==> config.mk <==
export PLATFORM = sky130hd
export DESIGN_NAME = if_stage_unit
export DESIGN_NICKNAME = d
export VERILOG_FILES = /design/src/rtl/if_stage_unit.sv
export SDC_FILE = /design/constraint.sdc
export NUM_CORES = 1
export LEC_CHECK = 0
export ABC_AREA = 1
export BUFFER_PORTS_ARGS = -buffer_cell sky130_fd_sc_hd__buf_2
export CAP_MARGIN = 25
export CORE_ASPECT_RATIO = 0.9
export CORE_UTILIZATION = 57
export CTS_BUF_LIST = sky130_fd_sc_hd__clkbuf_4 sky130_fd_sc_hd__clkbuf_8
export CTS_CLUSTER_DIAMETER = 50
export CTS_CLUSTER_SIZE = 12
export DETAILED_ROUTE_END_ITERATION = 7
export PLACE_DENSITY = 0.88
export SYNTH_ARGS = -nofsm -noshare
export SYNTH_HDL_FRONTEND = slang
export SYNTH_SLANG_ARGS = --single-unit
==> constraint.sdc <==
create_clock -name clk -period 4.2 [get_ports clk]
set_input_delay 0.63 -clock clk [delete_from_list [all_inputs] [get_ports clk]]
set_output_delay 0.63 -clock clk [all_outputs]
set_load 0.01 [all_outputs]
==> src/rtl/if_stage_unit.sv <==
// Instruction-fetch stage: PC/nPC with branch delay slot, imem wait handling, IF/ID register.
// Optional perf counters are built only when IF_PERF_COUNTERS_EN is defined.
module if_stage_unit #(
   parameter logic [31:0] RESET_PC = 32'h0000_0000
) (
   input  logic        clk,
   input  logic        reset,
   input  logic        pc_enable,
   input  logic        load_enable,
   input  logic        branch_taken,
   input  logic [31:0] branch_target,
   output logic        imem_req,
   output logic [31:0] imem_addr,
   input  logic        imem_ready,
   input  logic [31:0] imem_data,
   output logic [31:0] if_id_instr,
   output logic [31:0] if_id_pc,
   output logic        if_id_valid,
   output logic        fetch_stall,
   output logic [31:0] fetch_count,
   output logic [31:0] stall_cycles
);

   typedef enum logic [0:0] {StFetch, StWait} state_e;

   state_e      state_q, state_d;
   logic [31:0] pc_q, npc_q;
   logic        pend_valid_q;
   logic [31:0] pend_target_q;
   logic [31:0] instr_q, ipc_q;
   logic        ivalid_q;

   logic        adv;
   logic        redirect;
   logic [31:0] target;
   logic [31:0] npc_next;

   // ---------------- fetch FSM ----------------
   always_ff @(posedge clk) begin
      if (reset) state_q <= StFetch;
      else       state_q <= state_d;
   end

   always_comb begin
      state_d = state_q;
      unique case (state_q)
         StFetch: if (imem_req && !imem_ready) state_d = StWait;
         StWait:  if (imem_ready)              state_d = StFetch;
         default: state_d = StFetch;
      endcase
   end

   // Request is issued in both states; only reset suppresses it.
   always_comb begin
      imem_req = 1'b0;
      unique case (state_q)
         StFetch: imem_req = ~reset;
         StWait:  imem_req = ~reset;
         default: imem_req = 1'b0;
      endcase
      imem_addr   = pc_q;
      fetch_stall = imem_req & ~imem_ready;
   end

   // ---------------- PC / redirect ----------------
   always_comb begin
      adv      = pc_enable & imem_req & imem_ready;
      redirect = branch_taken | pend_valid_q;
      target   = branch_taken ? branch_target : pend_target_q;
      npc_next = redirect ? target : npc_q + 32'd4;
   end

   always_ff @(posedge clk) begin
      if (reset) begin
         pc_q          <= RESET_PC;
         npc_q         <= RESET_PC + 32'd4;
         pend_valid_q  <= 1'b0;
         pend_target_q <= 32'h0;
      end else if (adv) begin
         pc_q         <= npc_q;
         npc_q        <= npc_next;
         pend_valid_q <= 1'b0;
      end else if (branch_taken) begin
         // Branch resolved while fetch is blocked: remember it until the next advance.
         pend_valid_q  <= 1'b1;
         pend_target_q <= branch_target;
      end
   end

   // ---------------- IF/ID register ----------------
   always_ff @(posedge clk) begin
      if (reset) begin
         instr_q  <= 32'h0;
         ipc_q    <= 32'h0;
         ivalid_q <= 1'b0;
      end else if (load_enable) begin
         if (adv) begin
            instr_q  <= imem_data;
            ipc_q    <= pc_q;
            ivalid_q <= 1'b1;
         end else begin
            instr_q  <= 32'h0;
            ivalid_q <= 1'b0;
         end
      end
   end

   assign if_id_instr = instr_q;
   assign if_id_pc    = ipc_q;
   assign if_id_valid = ivalid_q;

   // ---------------- perf counters ----------------
`ifdef IF_PERF_COUNTERS_EN
   logic [31:0] fetch_count_q, stall_cycles_q;

   always_ff @(posedge clk) begin
      if (reset) begin
         fetch_count_q  <= 32'h0;
         stall_cycles_q <= 32'h0;
      end else begin
         if (adv)         fetch_count_q  <= fetch_count_q + 32'd1;
         if (fetch_stall) stall_cycles_q <= stall_cycles_q + 32'd1;
      end
   end

   assign fetch_count  = fetch_count_q;
   assign stall_cycles = stall_cycles_q;
`else
   assign fetch_count  = 32'h0;
   assign stall_cycles = 32'h0;
`endif

endmodule

Word level (Yosys, flattened, before mapping)
Cells that the tools add are included.
{ "classes": {"n_mux": 4, "n_reduce_logical": 2, "add_sub_neg": 1, "n_bitwise": 6} }
{ "ops": {"columns": ["op", "n"], "rows": [
  ["32-bit two-way mux", 3],
  ["32-bit by 3-bit adder with 32-bit output, second input constant", 1],
  ["1-bit AND", 3],
  ["1-bit inverter", 2],
  ["2-bit AND reduction", 1],
  ["2-bit OR reduction", 1],
  ["1-bit two-way mux", 1],
  ["1-bit OR", 1]
]} }
{ "totals": {"elab_cells": 20, "register_bits": 162, "in_bits": 70} }

Depth between registers and ports, before layout
{ "depth": {"ltp_word": 4, "ltp_mapped": 10, "depth_no_buf": 10} }

Least setup slack after synthesis
No wires, ideal clock.
{ "synth_path": {"path_kind": "in2out", "start": "in reset", "end": "out fetch_stall", "arrival_time_ns": 1.188, "stages": 3, "n_path_buf": 2, "setup_slack_ns": 2.382, "required_time_ns": 3.570, "cell_sequence": "buf_2 > buf_1 > nor2_1"} }
{ "synth_between": {"elab_chain_len": 2} }
{ "synth_rtl": {"columns": ["item", "line", "text"], "rows": [
  ["start, declared", "7", "input logic reset,"],
  ["1-bit inverter", "57, 58", null],
  ["1-bit AND", "62", "fetch_stall = imem_req & ~imem_ready;"],
  ["end, declared", "19", "output logic fetch_stall,"]
]} }
No other way between the ends.

Worst setup path in the final report
{ "layout_path": {"start": "in imem_ready", "end": "reg npc_q[7]"} }
{ "layout_between": {"elab_chain_len": 1} }
{ "layout_rtl": {"columns": ["item", "line", "text"], "rows": [
  ["start, declared", "14", "input logic imem_ready,"],
  ["1-bit AND", "67", "adv = pc_enable & imem_req & imem_ready;"],
  ["end signal, assigned", "76", "npc_q <= RESET_PC + 32'd4;"],
  ["end signal, assigned", "81", "npc_q <= npc_next;"],
  ["end, declared", "27", "logic [31:0] pc_q, npc_q;"]
]} }
No other way between the ends.
A chain may end at the register's enable or synchronous reset.

==> results_tabular.tex <==
\begin{tabular}{lr}
\hline
Metric & Value \\
\hline
\multicolumn{2}{l}{\textbf{Global route}} \\
\quad Number of global-route vias before repair & approximately 5,800 \\
\quad Global-route wire length before repair & 27.84 mm \\
\quad Global-route met2 utilization & 0.4114 \\
\quad Largest net degree at the start of global routing & 60 \\
\quad GR Overflow Total & 0 \\
\quad GR Util All Layers & 0.2701 \\
\quad Most crowded layer after global routing & met2 \\
\quad Global-route met3 utilization & 0.06851 \\
\quad Met1 track demand over resource & 0.3718 \\
\quad Antenna violations before repair & 0 \\
\multicolumn{2}{l}{\textbf{Final layout}} \\
\quad Utilization of the core after routing & 0.6778 \\
\quad Area added between synthesis and finish & 14.14\% \\
\quad Number of nets in the final layout & 1,204 \\
\quad Final Instance Area & about 8300 sq um \\
\quad Layout cells sized above 1 & 0.2026 \\
\quad Antenna diodes & 0 \\
\quad Count of non-filler cells in the finished layout & approximately 1,300 \\
\multicolumn{2}{l}{\textbf{Routing}} \\
\quad Detail Route Antenna Nets & 0 \\
\quad Vias & between 6,000 and 7,000 \\
\quad DRC viols & 0 \\
\quad Wire length reported by the detailed router & around 18 mm \\
\quad Router iterations before antenna repair & 5 \\
\quad Average wire length per cell after detail routing & 13.69 microns \\
\quad 1st-iter DRT viols & roughly 730 \\
\quad Average via count per standard cell & $\sim$5.2 \\
\multicolumn{2}{l}{\textbf{Clocking}} \\
\quad Clock tree root buffer cell & sky130\_fd\_sc\_hd\_\_clkbuf\_8 \\
\quad Clock Sink Count & 162 \\
\quad \# resized after CTS & 0 \\
\quad Clock tree from TritonCTS & built \\
\quad \# Post-CTS Setup Buffers & 0 \\
\quad Skew-Pair Late Insertion Delay & 0.45 ns \\
\quad Maximum number of buffers from clock root to sink & 2 \\
\quad CTS Buf Count & 17 \\
\quad CTS H-tree lvls & 4 \\
\quad Hold Buf Count CTS & 0 \\
\quad Clock-pin slew of the registers on the worst-case setup and hold paths & about 0.09 ns \\
\multicolumn{2}{l}{\textbf{Synth}} \\
\quad Commonest cells post-synth & sky130\_fd\_sc\_hd\_\_nand2\_1 (259), sky130\_fd\_sc\_hd\_\_dfxtp\_1 (162), sky130\_fd\_sc\_hd\_\_inv\_1 (103), sky130\_fd\_sc\_hd\_\_o21ai\_0 (90), sky130\_fd\_sc\_hd\_\_buf\_4 (66) \\
\quad Netlist area before placement & a little over 7000 sq um \\
\quad Top cells by area in the synthesized netlist & sky130\_fd\_sc\_hd\_\_dfxtp\_1 (45\%), sky130\_fd\_sc\_hd\_\_nand2\_1 (13\%), sky130\_fd\_sc\_hd\_\_buf\_4 (6.8\%) \\
\quad Synth area leader & sky130\_fd\_sc\_hd\_\_dfxtp\_1 \\
\quad Number of enable-type register cells in the synthesized netlist & 0 \\
\quad Number of distinct standard cells referenced by the synthesized netlist & 35 \\
\quad Register bit total from synthesis & between 150 and 200 \\
\quad Post-synthesis sequential area ratio & 0.4470 \\
\quad Yosys warning total & 0 \\
\quad Prevailing post-synth register cell & sky130\_fd\_sc\_hd\_\_dfxtp\_1 \\
\quad Synth Instances & 990 \\
\quad Leading cell type by number of instances after synthesis & sky130\_fd\_sc\_hd\_\_nand2\_1 \\
\quad Post-synthesis area per instance & between 7 and 8 sq um \\
\quad Fraction of registers with async set/reset & 0 \\
\quad Fraction of post-synthesis cell area in the top cell type by area & 0.4470 \\
\multicolumn{2}{l}{\textbf{Floorplanning}} \\
\quad Die H & approximately 110 microns \\
\quad Die Width & between 100 and 150 microns \\
\quad Row count & 38 \\
\quad Standard cell core area & 12,220 sq um \\
\quad Die footprint & 13,190 sq um \\
\quad Number of top-level pins & roughly 230 \\
\quad Initial Util & 0.5938 \\
\multicolumn{2}{l}{\textbf{Power and ir drop}} \\
\quad Peak supply drop & $\sim$0.31 mV \\
\quad Cell leakage power & 3.612 nW \\
\quad Power per Cell Area & approximately 380 nW/um\^{}2 \\
\multicolumn{2}{l}{\textbf{Setup path}} \\
\quad Worst endpoint required time & 4.56 ns \\
\quad Max stage delay on crit path & $\sim$0.68 ns \\
\quad Slowest stage cell on the critical path & sky130\_fd\_sc\_hd\_\_nor2\_4 \\
\quad Endpoint class of the critical path & register \\
\quad Crit path buf inv count & 3 \\
\quad Data arrival, critical path & 2.67 ns \\
\quad Largest delay share family, worst path & buffers and inverters \\
\quad Critical Setup Path Class & primary input to register \\
\quad Kind of start point of the critical path & primary input \\
\quad Critical Path, Cell by Cell & buf\_2, nand2\_2, inv\_1, nor2\_4, inv\_2, o21ai\_0 \\
\quad Largest fanout on the critical path & 48 \\
\multicolumn{2}{l}{\textbf{STA}} \\
\quad Count of endpoints failing setup in the final report & 0 \\
\quad Max frequency & 434.4 MHz \\
\quad Period utilization & 0.5481 \\
\quad Slew margin rel. & 0.4516 \\
\quad Final-report max-slew violation count & 0 \\
\quad Worst slew pin tran & 0.8214 ns \\
\quad Largest clock skew in the final design & between 0.01 and 0.015 ns \\
\quad Number of hold violations in the final report & 0 \\
\quad Post-route minimum period & 2.302 ns \\
\quad Unrepaired setup endpoints after global routing & false \\
\quad Sum Neg Setup Slack & 0 ns \\
\quad Final hold slack & 0.4136 ns \\
\multicolumn{2}{l}{\textbf{Placement}} \\
\quad \# port buffers & about 170 \\
\quad Placed cell area & $\sim$7800 sq um \\
\quad Number of placed cells counting well taps & between 1,000 and 1,500 \\
\quad Last weighted congestion value of the routability-driven placer & $\sim$0.93 \\
\quad Placed wire-length estimate after detailed placement & 12.46 mm \\
\multicolumn{2}{l}{\textbf{Worst hold path}} \\
\quad Tightest Hold Check Type & primary input to register \\
\multicolumn{2}{l}{\textbf{Outcome}} \\
\quad Result of the run & completed \\
\multicolumn{2}{l}{\textbf{Run}} \\
\quad Max-Cap Viols & 0 \\
\hline
\end{tabular}
==> flip-flops by register name (all words and copies together), names as in the netlist <==
signal and count:
if_id_pc 32, pend_valid_q 1, if_id_valid 1, npc_q 32, pend_target_q 32, if_id_instr 32, imem_addr 32
==> placed cells by master (no fill, tap or decap), types with 5 or more instances in the layout <==
cell type | netlist | layout
sky130_fd_sc_hd__o21ai_1 | 23 | 23
sky130_fd_sc_hd__inv_2 | 7 | 7
sky130_fd_sc_hd__inv_1 | 103 | 103
sky130_fd_sc_hd__a21oi_1 | 48 | 48
sky130_fd_sc_hd__nand2_1 | 259 | 259
sky130_fd_sc_hd__nand3_1 | 54 | 54
sky130_fd_sc_hd__nor2_4 | 7 | 7
sky130_fd_sc_hd__o21ai_0 | 90 | 90
sky130_fd_sc_hd__clkbuf_8 | 0 | 19
sky130_fd_sc_hd__nor2_1 | 37 | 37
sky130_fd_sc_hd__xor2_1 | 5 | 5
sky130_fd_sc_hd__conb_1 | 1 | 64
sky130_fd_sc_hd__o22ai_1 | 52 | 52
sky130_fd_sc_hd__buf_2 | 15 | 168
sky130_fd_sc_hd__dfxtp_1 | 162 | 162
sky130_fd_sc_hd__buf_4 | 66 | 5
==> worst reg2reg max path: cells and delay by family, from the launching register on <==
family        cells  cell delay [ns]
fa+ha+maj         1             0.24
simple gates      8             0.88
flops             1             0.43
buf+inv           1             0.12
==> layer usage <==
metal,share of wire,wire length [microns]
met5,0,0
met3,0.084,1495
met4,0.019,337
met1,0.44,7914
met2,0.45,8115
==> metrics by stage <==
step / worst slack [ns] / power (W)
6_report: 1.898 / 0.003154
4_1_cts: 1.913 / 0.003158
3_5_place_dp: 1.460 / 0.001928
5_1_grt: 1.656 / 0.003269
3_3_place_gp: 1.544 / 0.001921
2_1_floorplan: 2.382 / 0.001880
==> cell families after synthesis <==
kind of cell | after synthesis | share of synthesized area
xor gates and xnor gates | 5 | 0.006035
and+or+nand+nor | 377 | 0.2228
adders and majority gates | 1 | 0.001724
AOI/OAI and AO/OA | 220 | 0.1628
DFF | 162 | 0.4470
buffers and inverters | 224 | 0.1592
other | 1 | 0.0005168
==> power breakdown <==
group	internal, W	switching (W)
registers	0.00158	0.0000284
clock network	0.000679	0.000575
logic	0.0000876	0.000201
total	0.00235	0.000804
==> layout make-up <==
class / count / area, sq um
fill: 1042 / 3938
clock inverter: 12 / 181.4
timing repair buffer: 173 / 878.3
sequential: 162 / 3243
tap: 160 / 200.2
inverter: 112 / 422.9
clock buffer: 19 / 261.5
multi-input combinational: 667 / 3094
==> worst paths after layout <==
path,startpoint,to,slack (ns),cells after the start
max,imem_ready,npc_q[7],1.90,6
min,imem_data[2],if_id_instr[2],0.41,3
max reg2reg,npc_q[3],npc_q[20],2.44,10
min reg2reg,if_id_instr[7],if_id_instr[7],0.47,2
Power figures use the tool's default switching activity.
